===== config.mk =====
export PLATFORM = sky130hd
export DESIGN_NAME = mips_multicycle_ctrl
export DESIGN_NICKNAME = d
export VERILOG_FILES = /design/src/rtl/mips_ctrl_pkg.sv /design/src/rtl/mips_multicycle_ctrl_dec.sv /design/src/rtl/mips_multicycle_ctrl.sv
export SDC_FILE = /design/constraint.sdc
export NUM_CORES = 1
export LEC_CHECK = 0
export ABC_CLOCK_PERIOD_IN_PS = 2850
export CAP_MARGIN = 5
export CORE_AREA = 2 2 86 88
export CTS_CLUSTER_SIZE = 40
export DETAILED_ROUTE_END_ITERATION = 10
export DIE_AREA = 0 0 88 90
export PLACE_DENSITY = 0.88
export SLEW_MARGIN = 10
export SYNTH_ARGS = -nofsm -noshare
export SYNTH_HDL_FRONTEND = slang
export SYNTH_SLANG_ARGS = --single-unit
export TNS_END_PERCENT = 1

===== constraint.sdc =====
create_clock -name clk -period 2.85 [get_ports clk]
set_input_delay 0.57 -clock clk [delete_from_list [all_inputs] [get_ports clk]]
set_output_delay 0.57 -clock clk [all_outputs]
set_load 0.02 [all_outputs]

===== src/rtl/mips_ctrl_pkg.sv =====
`default_nettype none
// ============================================================================
// Module   : mips_ctrl_pkg
// Purpose  : Shared encodings for the multi-cycle MIPS control unit:
//            opcode/funct values, FSM state codes, ALU operation codes,
//            PC-select, destination-register and write-back source codes,
//            and the decoded instruction class.
// Revision : 1.0 - initial release
// ============================================================================
package mips_ctrl_pkg;

    // Primary opcodes (ir[31:26])
    localparam logic [5:0] OP_RTYPE = 6'h00;
    localparam logic [5:0] OP_J     = 6'h02;
    localparam logic [5:0] OP_JAL   = 6'h03;
    localparam logic [5:0] OP_BEQ   = 6'h04;
    localparam logic [5:0] OP_BNE   = 6'h05;
    localparam logic [5:0] OP_ADDI  = 6'h08;
    localparam logic [5:0] OP_ADDIU = 6'h09;
    localparam logic [5:0] OP_SLTI  = 6'h0A;
    localparam logic [5:0] OP_SLTIU = 6'h0B;
    localparam logic [5:0] OP_ANDI  = 6'h0C;
    localparam logic [5:0] OP_ORI   = 6'h0D;
    localparam logic [5:0] OP_XORI  = 6'h0E;
    localparam logic [5:0] OP_LUI   = 6'h0F;
    localparam logic [5:0] OP_LW    = 6'h23;
    localparam logic [5:0] OP_SW    = 6'h2B;

    // R-type function codes (ir[5:0])
    localparam logic [5:0] F_SLLV = 6'h04;
    localparam logic [5:0] F_SRLV = 6'h06;
    localparam logic [5:0] F_SRAV = 6'h07;
    localparam logic [5:0] F_JR   = 6'h08;
    localparam logic [5:0] F_ADD  = 6'h20;
    localparam logic [5:0] F_ADDU = 6'h21;
    localparam logic [5:0] F_SUB  = 6'h22;
    localparam logic [5:0] F_SUBU = 6'h23;
    localparam logic [5:0] F_AND  = 6'h24;
    localparam logic [5:0] F_OR   = 6'h25;
    localparam logic [5:0] F_XOR  = 6'h26;
    localparam logic [5:0] F_NOR  = 6'h27;
    localparam logic [5:0] F_SLT  = 6'h2A;
    localparam logic [5:0] F_SLTU = 6'h2B;

    // FSM state encoding
    localparam logic [3:0] S_IF    = 4'd0;
    localparam logic [3:0] S_ID    = 4'd1;
    localparam logic [3:0] S_EXE   = 4'd2;
    localparam logic [3:0] S_WB    = 4'd3;
    localparam logic [3:0] S_ADDR  = 4'd4;
    localparam logic [3:0] S_MEMRD = 4'd5;
    localparam logic [3:0] S_LDWB  = 4'd6;
    localparam logic [3:0] S_MEMWR = 4'd7;
    localparam logic [3:0] S_BR    = 4'd8;
    localparam logic [3:0] S_JAL   = 4'd9;

    // ALU function codes
    localparam logic [3:0] ALU_ADD  = 4'd0;
    localparam logic [3:0] ALU_SUB  = 4'd1;
    localparam logic [3:0] ALU_AND  = 4'd2;
    localparam logic [3:0] ALU_OR   = 4'd3;
    localparam logic [3:0] ALU_XOR  = 4'd4;
    localparam logic [3:0] ALU_NOR  = 4'd5;
    localparam logic [3:0] ALU_SLT  = 4'd6;
    localparam logic [3:0] ALU_SLTU = 4'd7;
    localparam logic [3:0] ALU_SLL  = 4'd8;
    localparam logic [3:0] ALU_SRL  = 4'd9;
    localparam logic [3:0] ALU_SRA  = 4'd10;
    localparam logic [3:0] ALU_LUI  = 4'd11;

    // Next-PC select
    localparam logic [1:0] PC_S_PC4  = 2'b00;
    localparam logic [1:0] PC_S_RS   = 2'b01;
    localparam logic [1:0] PC_S_BR   = 2'b10;
    localparam logic [1:0] PC_S_JUMP = 2'b11;

    // Destination register select
    localparam logic [1:0] W_R_S_RD = 2'b00;
    localparam logic [1:0] W_R_S_RT = 2'b01;
    localparam logic [1:0] W_R_S_RA = 2'b10;

    // Write-back data source
    localparam logic [1:0] WR_DATA_S_ALU = 2'b00;
    localparam logic [1:0] WR_DATA_S_MEM = 2'b01;
    localparam logic [1:0] WR_DATA_S_PC4 = 2'b10;

    typedef enum logic [3:0] {
        CLS_ALU_R,
        CLS_ALU_I,
        CLS_LW,
        CLS_SW,
        CLS_BEQ,
        CLS_BNE,
        CLS_J,
        CLS_JR,
        CLS_JAL,
        CLS_ILLEGAL
    } inst_class_t;

endpackage
`default_nettype wire


===== src/rtl/mips_multicycle_ctrl_dec.sv =====
`default_nettype none
// ============================================================================
// Module   : mips_inst_dec
// Purpose  : Combinational instruction decoder. Maps opcode/funct to an
//            instruction class, ALU function, immediate extension mode and
//            an illegal flag.
// Ports    : opcode_i  ir[31:26]
//            funct_i   ir[5:0]
//            cls_o     decoded instruction class
//            alu_op_o  ALU function for the execute step
//            imm_s_o   1 sign-extend, 0 zero-extend
//            illegal_o opcode/funct not supported
// Revision : 1.0 - initial release
// ============================================================================
module mips_inst_dec
    import mips_ctrl_pkg::*;
(
    input  logic [5:0]  opcode_i,
    input  logic [5:0]  funct_i,
    output inst_class_t cls_o,
    output logic [3:0]  alu_op_o,
    output logic        imm_s_o,
    output logic        illegal_o
);

    always_comb begin
        cls_o    = CLS_ILLEGAL;
        alu_op_o = ALU_ADD;
        imm_s_o  = 1'b1;
        case (opcode_i)
            OP_RTYPE: begin
                cls_o = CLS_ALU_R;
                case (funct_i)
                    F_ADD, F_ADDU: alu_op_o = ALU_ADD;
                    F_SUB, F_SUBU: alu_op_o = ALU_SUB;
                    F_AND:         alu_op_o = ALU_AND;
                    F_OR:          alu_op_o = ALU_OR;
                    F_XOR:         alu_op_o = ALU_XOR;
                    F_NOR:         alu_op_o = ALU_NOR;
                    F_SLT:         alu_op_o = ALU_SLT;
                    F_SLTU:        alu_op_o = ALU_SLTU;
                    F_SLLV:        alu_op_o = ALU_SLL;
                    F_SRLV:        alu_op_o = ALU_SRL;
                    F_SRAV:        alu_op_o = ALU_SRA;
                    F_JR:          cls_o    = CLS_JR;
                    default:       cls_o    = CLS_ILLEGAL;
                endcase
            end
            OP_J:     cls_o = CLS_J;
            OP_JAL:   cls_o = CLS_JAL;
            // Branch compare is a subtract; the ALU zero flag decides.
            OP_BEQ:   begin cls_o = CLS_BEQ; alu_op_o = ALU_SUB; end
            OP_BNE:   begin cls_o = CLS_BNE; alu_op_o = ALU_SUB; end
            OP_ADDI,
            OP_ADDIU: cls_o = CLS_ALU_I;
            OP_SLTI:  begin cls_o = CLS_ALU_I; alu_op_o = ALU_SLT;  end
            OP_SLTIU: begin cls_o = CLS_ALU_I; alu_op_o = ALU_SLTU; end
            // Logical immediates and lui take the immediate zero-extended.
            OP_ANDI:  begin cls_o = CLS_ALU_I; alu_op_o = ALU_AND; imm_s_o = 1'b0; end
            OP_ORI:   begin cls_o = CLS_ALU_I; alu_op_o = ALU_OR;  imm_s_o = 1'b0; end
            OP_XORI:  begin cls_o = CLS_ALU_I; alu_op_o = ALU_XOR; imm_s_o = 1'b0; end
            OP_LUI:   begin cls_o = CLS_ALU_I; alu_op_o = ALU_LUI; imm_s_o = 1'b0; end
            OP_LW:    cls_o = CLS_LW;
            OP_SW:    cls_o = CLS_SW;
            default:  cls_o = CLS_ILLEGAL;
        endcase
        illegal_o = (cls_o == CLS_ILLEGAL);
    end

endmodule
`default_nettype wire


===== src/rtl/mips_multicycle_ctrl.sv =====
`default_nettype none
// ============================================================================
// Module   : mips_multicycle_ctrl
// Purpose  : Multi-cycle MIPS control unit. Owns the instruction register
//            and the sequencing FSM; drives PC, register-file, ALU and
//            data-memory control. Outputs are Moore decodes of state + IR,
//            except pc_s in BR which follows zf.
// Ports    : clk, rst (async, active-high), inst_code, zf in;
//            ir, pc_write, pc_s, ir_write, reg_write, w_r_s, wr_data_s,
//            alu_src_b, imm_s, alu_op, mem_write, state, illegal,
//            cyc_cnt, ret_cnt out.
// Config   : CTRL_PERF_CNT_EN - when defined, cyc_cnt/ret_cnt are live
//            counters; otherwise they are tied to zero.
// Revision : 1.0 - initial release
// ============================================================================
module mips_multicycle_ctrl
    import mips_ctrl_pkg::*;
#(
    parameter int INST_W     = 32,
    parameter int ALU_OP_W   = 4,
    parameter int PERF_CNT_W = 32
) (
    input  logic                  clk,
    input  logic                  rst,
    input  logic [INST_W-1:0]     inst_code,
    input  logic                  zf,
    output logic [INST_W-1:0]     ir,
    output logic                  pc_write,
    output logic [1:0]            pc_s,
    output logic                  ir_write,
    output logic                  reg_write,
    output logic [1:0]            w_r_s,
    output logic [1:0]            wr_data_s,
    output logic                  alu_src_b,
    output logic                  imm_s,
    output logic [ALU_OP_W-1:0]   alu_op,
    output logic                  mem_write,
    output logic [3:0]            state,
    output logic                  illegal,
    output logic [PERF_CNT_W-1:0] cyc_cnt,
    output logic [PERF_CNT_W-1:0] ret_cnt
);

    logic [3:0]        state_q, state_d;
    logic [INST_W-1:0] ir_q;
    inst_class_t       dec_cls;
    logic [3:0]        dec_alu_op;
    logic              dec_imm_s;
    logic              dec_illegal;
    logic [3:0]        alu_op_c;

    mips_inst_dec u_dec (
        .opcode_i  (ir_q[INST_W-1 -: 6]),
        .funct_i   (ir_q[5:0]),
        .cls_o     (dec_cls),
        .alu_op_o  (dec_alu_op),
        .imm_s_o   (dec_imm_s),
        .illegal_o (dec_illegal)
    );

    always_ff @(posedge clk or posedge rst) begin
        if (rst) begin
            state_q <= S_IF;
            ir_q    <= '0;
        end else begin
            state_q <= state_d;
            if (state_q == S_IF) ir_q <= inst_code;
        end
    end

    always_comb begin
        state_d = S_IF;
        case (state_q)
            S_IF:  state_d = S_ID;
            S_ID: begin
                case (dec_cls)
                    CLS_ALU_R, CLS_ALU_I: state_d = S_EXE;
                    CLS_LW, CLS_SW:       state_d = S_ADDR;
                    CLS_BEQ, CLS_BNE:     state_d = S_BR;
                    CLS_JAL:              state_d = S_JAL;
                    default:              state_d = S_IF;  // j, jr, illegal
                endcase
            end
            S_EXE:   state_d = S_WB;
            S_ADDR:  state_d = (dec_cls == CLS_LW) ? S_MEMRD : S_MEMWR;
            S_MEMRD: state_d = S_LDWB;
            default: state_d = S_IF;  // last-cycle states and unused codes
        endcase
    end

    always_comb begin
        ir_write  = 1'b0;
        pc_write  = 1'b0;
        pc_s      = PC_S_PC4;
        reg_write = 1'b0;
        w_r_s     = W_R_S_RD;
        wr_data_s = WR_DATA_S_ALU;
        alu_src_b = 1'b0;
        imm_s     = 1'b0;
        alu_op_c  = ALU_ADD;
        mem_write = 1'b0;
        illegal   = 1'b0;
        case (state_q)
            S_IF: ir_write = 1'b1;
            S_ID: begin
                if (dec_cls == CLS_J) begin
                    pc_write = 1'b1;
                    pc_s     = PC_S_JUMP;
                end else if (dec_cls == CLS_JR) begin
                    pc_write = 1'b1;
                    pc_s     = PC_S_RS;
                end else if (dec_illegal) begin
                    // Undecodable word retires as a NOP.
                    illegal  = 1'b1;
                    pc_write = 1'b1;
                end
            end
            S_EXE, S_WB: begin
                // ALU controls are held through WB so an unregistered ALU
                // result stays stable while it is written back.
                alu_op_c  = dec_alu_op;
                alu_src_b = (dec_cls == CLS_ALU_I);
                imm_s     = dec_imm_s;
                if (state_q == S_WB) begin
                    reg_write = 1'b1;
                    w_r_s     = (dec_cls == CLS_ALU_I) ? W_R_S_RT : W_R_S_RD;
                    pc_write  = 1'b1;
                end
            end
            S_ADDR: begin
                alu_src_b = 1'b1;
                imm_s     = 1'b1;
            end
            S_LDWB: begin
                reg_write = 1'b1;
                w_r_s     = W_R_S_RT;
                wr_data_s = WR_DATA_S_MEM;
                pc_write  = 1'b1;
            end
            S_MEMWR: begin
                mem_write = 1'b1;
                pc_write  = 1'b1;
            end
            S_BR: begin
                alu_op_c = ALU_SUB;
                pc_write = 1'b1;
                if (((dec_cls == CLS_BEQ) && zf) || ((dec_cls == CLS_BNE) && !zf))
                    pc_s = PC_S_BR;
            end
            S_JAL: begin
                reg_write = 1'b1;
                w_r_s     = W_R_S_RA;
                wr_data_s = WR_DATA_S_PC4;
                pc_write  = 1'b1;
                pc_s      = PC_S_JUMP;
            end
            default: ;
        endcase
        // Reset state is IF, but no strobe may fire while reset is held.
        if (rst) begin
            ir_write  = 1'b0;
            pc_write  = 1'b0;
            pc_s      = PC_S_PC4;
            reg_write = 1'b0;
            mem_write = 1'b0;
            illegal   = 1'b0;
            alu_op_c  = ALU_ADD;
        end
    end

    assign alu_op = ALU_OP_W'(alu_op_c);
    assign ir     = ir_q;
    assign state  = state_q;

`ifdef CTRL_PERF_CNT_EN
    logic [PERF_CNT_W-1:0] cyc_cnt_q, ret_cnt_q;

    always_ff @(posedge clk or posedge rst) begin
        if (rst) begin
            cyc_cnt_q <= '0;
            ret_cnt_q <= '0;
        end else begin
            cyc_cnt_q <= cyc_cnt_q + 1'b1;
            if (pc_write) ret_cnt_q <= ret_cnt_q + 1'b1;
        end
    end

    assign cyc_cnt = cyc_cnt_q;
    assign ret_cnt = ret_cnt_q;
`else
    assign cyc_cnt = '0;
    assign ret_cnt = '0;
`endif

endmodule
`default_nettype wire

==> metrics.cfg, run 1 <==
[yosys]
syn_inst=275
synthesis.area_sq_um=2590
ys_seq_area_frac=0.348
ys_types=48
async_reset_ff_frac=1.00
synth_seq_cells=36
yosysWarnings=0
synth_edf_count=0
synth_ff_type=dfrtp_1
syn_area_per_cell_sq_um=9.40

[die]
coreArea_sq_um=7020
die_area_sq_um=7920
rows=31
initial_core_util=0.368
ios=152
fp.dieH_um=90
die_w_um=88

[clocking]
cts_tree=built
cts.sinks=36
h-tree-depth=2
post_cts_buffers=0
clk_pin_slew_worst_paths_ns=0.08
postCtsHoldBufs=0
root_buffer=clkbuf_8
clkLatencyLatePin_ns=0.30
cts-buffers-inserted=5
cts.path.max_buffers=2

[worst_setup_path]
r2r_cells=4
crit_type=input pin to primary output
arrival_ns=2.19
crit_fanout=6
end_kind=primary output
crit_end=ir_write
required_ns=2.28
startpoint=rst
reg2reg_from=state[1]$_DFF_PP0_
start_kind=input pin
r2r_end=ir[2]$_DFFE_PP0N_
r2r_slack_ns=1.08

[cells_and_area]
final_area_sq_um=3610
area_growth_pct=39.6
final_cells=485
final_common_cell=clkdlybuf4s50_1
fillCellCount=609
nNetsFinal=420
antenna_cells=0
mostFrequentLayoutCells=clkdlybuf4s50_1 (77), conb_1 (64), dfrtp_1 (36)
final_layout_size_suffix_gt1_frac=0.231

[sta]
hold_violations=0
slew_viol_final=0
fin_crit_ns=2.76
period_share=0.967
final-setup-viol-count=0
rsz0062_at_grt=false
finalSetupTns_ns=0
max_freq_mhz=363
layout_setup_ws_ns=0.0935
clock_skew_ns=0.00943

[placement]
dp.cells=477
place_congestion=0.884
pre_cts_slack_ns=-0.126
dpl.hpwl_um=5040
io_buffers=87
dpl_cell_area_sq_um=3510

[power]
clkPwrFrac=0.097
leakage_uw=0.00159
vdd.ir_drop.worst_v=0.000708
power_frac_seq=0.241
p_comb_frac=0.662
power.switching_uw=1730
switching_share=0.444
internal-power_uw=2160
power.density_nw_per_um2=1080

[worst_hold_path]
hp-class=flop to flop

[drt]
route.detailed.wl_per_inst_um=13.4
vias_per_cell=4.59
drc_errors=0
ant_nets=0
first_iter_violations=82
num_vias=2224
routed_wl_um=6510
first_pass_iters=5

[global_route]
grt_pass1_wl_um=10300
gr-usage-all-layers=0.163
antenna_found_initial=0
grt_max_degree=36
grt.overflow.total=0
grt_pass1_vias=2175

[flow_run]
drv_cap=0

[status]
run_status=completed

## metal layers
metal | global-route usage | vias up | routed length, um
li1 | - | 1041 | -
met5 | 0 | - | 0
met1 | 0.182 | 1035 | 2430
met2 | 0.289 | 135 | 3360
met4 | 0.0500 | 0 | 129
met3 | 0.0514 | 13 | 593
## cell type report
| class | count | area [sq um] | share of cell area |
|---|---|---|---|
| inverter | 6 | 22.5 | 0.00624 |
| clock buffer | 5 | 68.8 | 0.0191 |
| tap | 99 | 124 | 0.0343 |
| clock inverter | 3 | 21.3 | 0.00589 |
| timing repair buffer | 119 | 1090 | 0.302 |
| sequential | 36 | 901 | 0.250 |
| multi-input combinational | 217 | 1380 | 0.383 |
## flip-flops by register name (all words and copies together), names as in the netlist
signal  cells
ir         32
state       4
## power by group through the flow
| stage | Combinational [uW] | Sequential [uW] | Clock [uW] |
|---|---|---|---|
| after floorplan | 1230 | 1250 | 0 |
| after global placement | 2500 | 916 | 0 |
| after detailed placement | 2540 | 944 | 0 |
| after CTS | 2550 | 935 | 387 |
| after global routing | 2750 | 968 | 404 |
| final | 2570 | 938 | 378 |
## timing repair
| item | in CTS | in global routing |
|---|---|---|
| gates resized for setup | 15 | 19 |
| gates cloned | 0 | 0 |
| setup endpoints to repair | 10 | 9 |
| pin swaps | 0 | 1 |
| endpoints found under the hold margin | 0 | 0 |
## how the worst min path moves through the flow
stage | start | endpoint | slack (ns) | cells after the start
3_3_place_gp | ir[22]$_DFFE_PP0N_ | ir[22]$_DFFE_PP0N_ | 0.47 | 1
5_1_grt | ir[18]$_DFFE_PP0N_ | ir[18]$_DFFE_PP0N_ | 0.52 | 1
4_1_cts | ir[18]$_DFFE_PP0N_ | ir[18]$_DFFE_PP0N_ | 0.50 | 1
2_1_floorplan | ir[18]$_DFFE_PP0N_ | ir[18]$_DFFE_PP0N_ | 0.61 | 1
6_report | ir[22]$_DFFE_PP0N_ | ir[22]$_DFFE_PP0N_ | 0.50 | 1
3_5_place_dp | ir[18]$_DFFE_PP0N_ | ir[18]$_DFFE_PP0N_ | 0.48 | 1
## cell families after synthesis
| logic type | Yosys count | synth area share |
|---|---|---|
| buffers and inverters | 85 | 0.223 |
| AOI/OAI and AO/OA | 49 | 0.134 |
| muxes | 32 | 0.139 |
| other | 1 | 0.00145 |
| DFF | 36 | 0.348 |
| and+or+nand+nor | 72 | 0.155 |
## worst max-delay path, stage by stage
cell             delay [ns]
clkdlybuf4s50_1        0.48
buf_4                  0.18
inv_1                  0.13
and2_1                 0.20
clkdlybuf4s50_1        0.62
## cell usage after synthesis, types with 2 or more instances
library cell | n | area, sq um
nor2b_1 | 3 | 18.8
o21a_1 | 2 | 15.0
nor4_1 | 2 | 12.5
a211oi_1 | 4 | 30.0
nand2b_1 | 12 | 75.1
or4_1 | 2 | 15.0
nand3_1 | 3 | 15.0
dfrtp_1 | 36 | 901
buf_2 | 6 | 30.0
o21bai_1 | 3 | 22.5
a21oi_1 | 12 | 60.1
o2111ai_1 | 2 | 17.5
inv_1 | 6 | 22.5
nand2_1 | 12 | 45.0
or3_1 | 3 | 18.8
nor2_1 | 17 | 63.8
buf_4 | 64 | 480
o31ai_1 | 4 | 30.0
mux2_1 | 2 | 22.5
and2_1 | 3 | 18.8
mux2_2 | 29 | 327
o21ai_0 | 10 | 50.1
clkbuf_1 | 7 | 26.3
nor3_1 | 7 | 35.0
## per-stage QoR
step                      power, uW   util  hold slack (ns)
after global routing           4130  0.514            0.518
after floorplan                2480      -            0.609
final                          3890  0.514            0.501
after global placement         3420  0.500            0.467
after CTS                      3870  0.512            0.504
after detailed placement       3490  0.500            0.481
(Power assumes the default switching activity.)
==> run 2, diff against run 1 <==
--- a/config.mk
+++ b/config.mk
@@ -5,7 +5,7 @@
 export SDC_FILE = /design/constraint.sdc
 export NUM_CORES = 1
 export LEC_CHECK = 0
-export ABC_CLOCK_PERIOD_IN_PS = 2850
+export ABC_CLOCK_PERIOD_IN_PS = 2600
 export CAP_MARGIN = 5
 export CORE_AREA = 2 2 86 88
 export CTS_CLUSTER_SIZE = 40
==> constraint.sdc (replaced) <==
create_clock -name clk -period 2.6 [get_ports clk]
set_input_delay 0.52 -clock clk [delete_from_list [all_inputs] [get_ports clk]]
set_output_delay 0.52 -clock clk [all_outputs]
set_load 0.02 [all_outputs]
==> run 2 against run 1 <==
Compared with the run above: non-clock buffer count grew 19; worst setup slack lost 0.089 ns; via count grew 4.4%; largest cell class unchanged; largest power group unchanged.
==> metrics.cfg, run 2 (synthesis gave the netlist of run 1 again) <==
[worst_setup_path]
startpoint=ir[29]$_DFFE_PP0N_
cp_slowest_cell=or3_4
end_kind=primary output
start_kind=flop
crit_fanout=3
crit_buf_inv=1
crit_type=flop to primary output
worst_path_largest_cell_delay_ns=0.39
r2r_end=ir[1]$_DFFE_PP0N_
r2r_cells=5
crit_family=simple AND/OR/NAND/NOR gates
cp.depth=6
crit_chain=or3_4 -> nand2b_4 -> a21oi_4 -> mux2_4 -> o31ai_4 -> buf_6
arrival_ns=2.08
reg2reg_from=state[3]$_DFF_PP0_
crit_end=pc_s[1]
required_ns=2.08
r2r_slack_ns=0.74

[cells_and_area]
mostFrequentLayoutCells=clkdlybuf4s50_1 (73), conb_1 (64), buf_4 (54)
area_growth_pct=47.4
antenna_cells=0
final_common_cell=clkdlybuf4s50_1
largest_reg_flops=32
nNetsFinal=439
final_layout_size_suffix_gt1_frac=0.286
finalCoreUtilization=0.543
final_area_sq_um=3810
fillCellCount=582

[placement]
dpl_cell_area_sq_um=3670
place_congestion=0.871
dpl.hpwl_um=5390
io_buffers=87
pre_cts_slack_ns=-0.333

[die]
rows=31
ios=152
die_area_sq_um=7920
die_w_um=88
initial_core_util=0.368
fp.dieH_um=90
coreArea_sq_um=7020

[clocking]
h-tree-depth=2
clk_pin_slew_worst_paths_ns=0.07
root_buffer=clkbuf_8
clkLatencyLatePin_ns=0.30
cts-buffers-inserted=5
post_cts_buffers=0
cts.sinks=36
cts_tree=built
cts.path.max_buffers=2
postCtsHoldBufs=0

[sta]
layout_setup_ws_ns=0.00411
slew_viol_final=0
whs_ns=0.505
clock_skew_ns=0.00567
rsz0062_at_grt=true
period_share=0.998
final-setup-viol-count=0
hold_violations=0
max_freq_mhz=385
fin_crit_ns=2.60

[power]
power.density_nw_per_um2=1210
vdd.ir_drop.worst_v=0.000756
leakage_uw=0.00171
finalPower_uw=4630

[drt]
first_iter_violations=110
ant_nets=0
routed_wl_um=6940
wl_met1_um=2570
vias_per_cell=4.61
route.detailed.wl_per_inst_um=13.8
met3WireLength_um=586
highest_layer=met4
first_pass_iters=4
num_vias=2321
drc_errors=0
met2_length_um=3700

[worst_hold_path]
hp-class=flop to flop

[status]
run_status=completed

[global_route]
grt_pass1_vias=2394
grt_max_degree=36
grt_pass1_wl_um=11400
grt.overflow.total=0
antenna_found_initial=0
gr-usage-all-layers=0.180

[flow_run]
drv_cap=0

## run 2: cell count changes in the layout (fill, tap and decap cells not counted), sizes merged
cell,previous run,this run
clkbuf,10,7
inv,7,6
dlygate4sd2,1,4
buf,33,58
bufinv,0,1
clkdlybuf4s15,1,0
clkdlybuf4s50,77,73
dlymetal6s2s,2,1
## run 2: cell type report
cell class	count	area [sq um]	area share
Timing Repair Buffer	138	1230	0.322
Inverter	6	22.5	0.00591
Tap cell	99	124	0.0325
Multi-Input combinational cell	217	1430	0.374
Sequential cell	36	901	0.236
Clock inverter	3	42.5	0.0112
Clock buffer	5	68.8	0.0181
## run 2: worst min path at each step
stage,startpoint,end,depth (start not counted)
2_1_floorplan,ir[18]$_DFFE_PP0N_,ir[18]$_DFFE_PP0N_,1
3_3_place_gp,ir[22]$_DFFE_PP0N_,ir[22]$_DFFE_PP0N_,1
3_5_place_dp,ir[22]$_DFFE_PP0N_,ir[22]$_DFFE_PP0N_,1
4_1_cts,ir[22]$_DFFE_PP0N_,ir[22]$_DFFE_PP0N_,1
5_1_grt,ir[22]$_DFFE_PP0N_,ir[22]$_DFFE_PP0N_,1
6_report,ir[22]$_DFFE_PP0N_,ir[22]$_DFFE_PP0N_,1
## run 2: through the flow
stage | TNS [ns] | instances
2_1_floorplan | -0.0385 | 338
4_1_cts | -0.136 | 504
3_5_place_dp | -1.56 | 496
3_3_place_gp | -1.26 | 496
5_1_grt | -0.307 | 504
6_report | 0 | 504
## run 2: power breakdown
group          switching, uW  internal, uW
Combinational           1580          1530
Sequential               176           844
Clock                    216           284
## run 2: per-layer routing
metal | global-route usage | up-vias
met2 | 0.324 | 122
met3 | 0.0523 | 8
met1 | 0.199 | 1102
li1 | - | 1089
met4 | 0.0551 | 0
met5 | 0 | -
## run 2: repair_timing
item                       in CTS  in global routing
hold endpoints to repair        0                  0
pin swaps                       2                  2
gates resized for setup        45                 17
setup endpoints to repair      13                 10
cloned                          0                  0
==> edit (config.mk and constraints of run 2) <==
Add a define of `CTRL_PERF_CNT_EN`.
--- a/src/rtl/mips_multicycle_ctrl.sv
+++ b/src/rtl/mips_multicycle_ctrl.sv
@@ -14,4 +14,6 @@
 // Revision : 1.0 - initial release
 // ============================================================================
+`define CTRL_PERF_CNT_EN
+
 module mips_multicycle_ctrl
     import mips_ctrl_pkg::*;
Behaviour: not the same (a bounded check fails within 4 cycles, from zero or initial values and one cycle with rst high).
==> edit against run 2 <==
The flow now stops in detailed placement (3_5_place_dp). Area after synthesis is 92% higher.
==> edit: results (changes against run 2) <==
synth_nets: 494
async_reset_ff_share_pct: 100  # unchanged
haltStage: "detailed placement (3_5_place_dp)"
yosys_warnings: 0  # unchanged
status: "stopped before the end"
synth_area_leaders: "dfrtp_1, xnor2_1, mux2_2, nand4_1, nand2_1"
stop_error: "[ERROR DPL-0033] detailed placement checks failed during check placement."
synth.yosys.seq_area_share_pct: 50.3  # +15 points
ys_ff_latch: 100  # +180%
syn_inst: 457  # +66%
port_buffers: 151  # +74%
rows: 31  # unchanged
gp_congestion: 1.02  # +18%
dp_hpwl_mm: 16.9  # +210%
yosysUniqueCellTypes: 52  # +8.3%
synthTopCellsByCount: "dfrtp_1, xnor2_1, nand2_1"
==> edit: through the flow <==
stage	TNS (ns)	hold slack, ns
after global placement	-1.90	0.464
after floorplan	-1.19	0.582
==> edit: kinds of logic after synthesis <==
group                    synth area share [%]
buffers and inverters                    3.14
flip-flops                               50.3
multiplexers                             7.01
adder cells (fa/ha/maj)                 0.503
AO/OA/AOI/OAI                            7.84
XOR/XNOR                                 11.1
AND/OR/NAND/NOR                          20.1
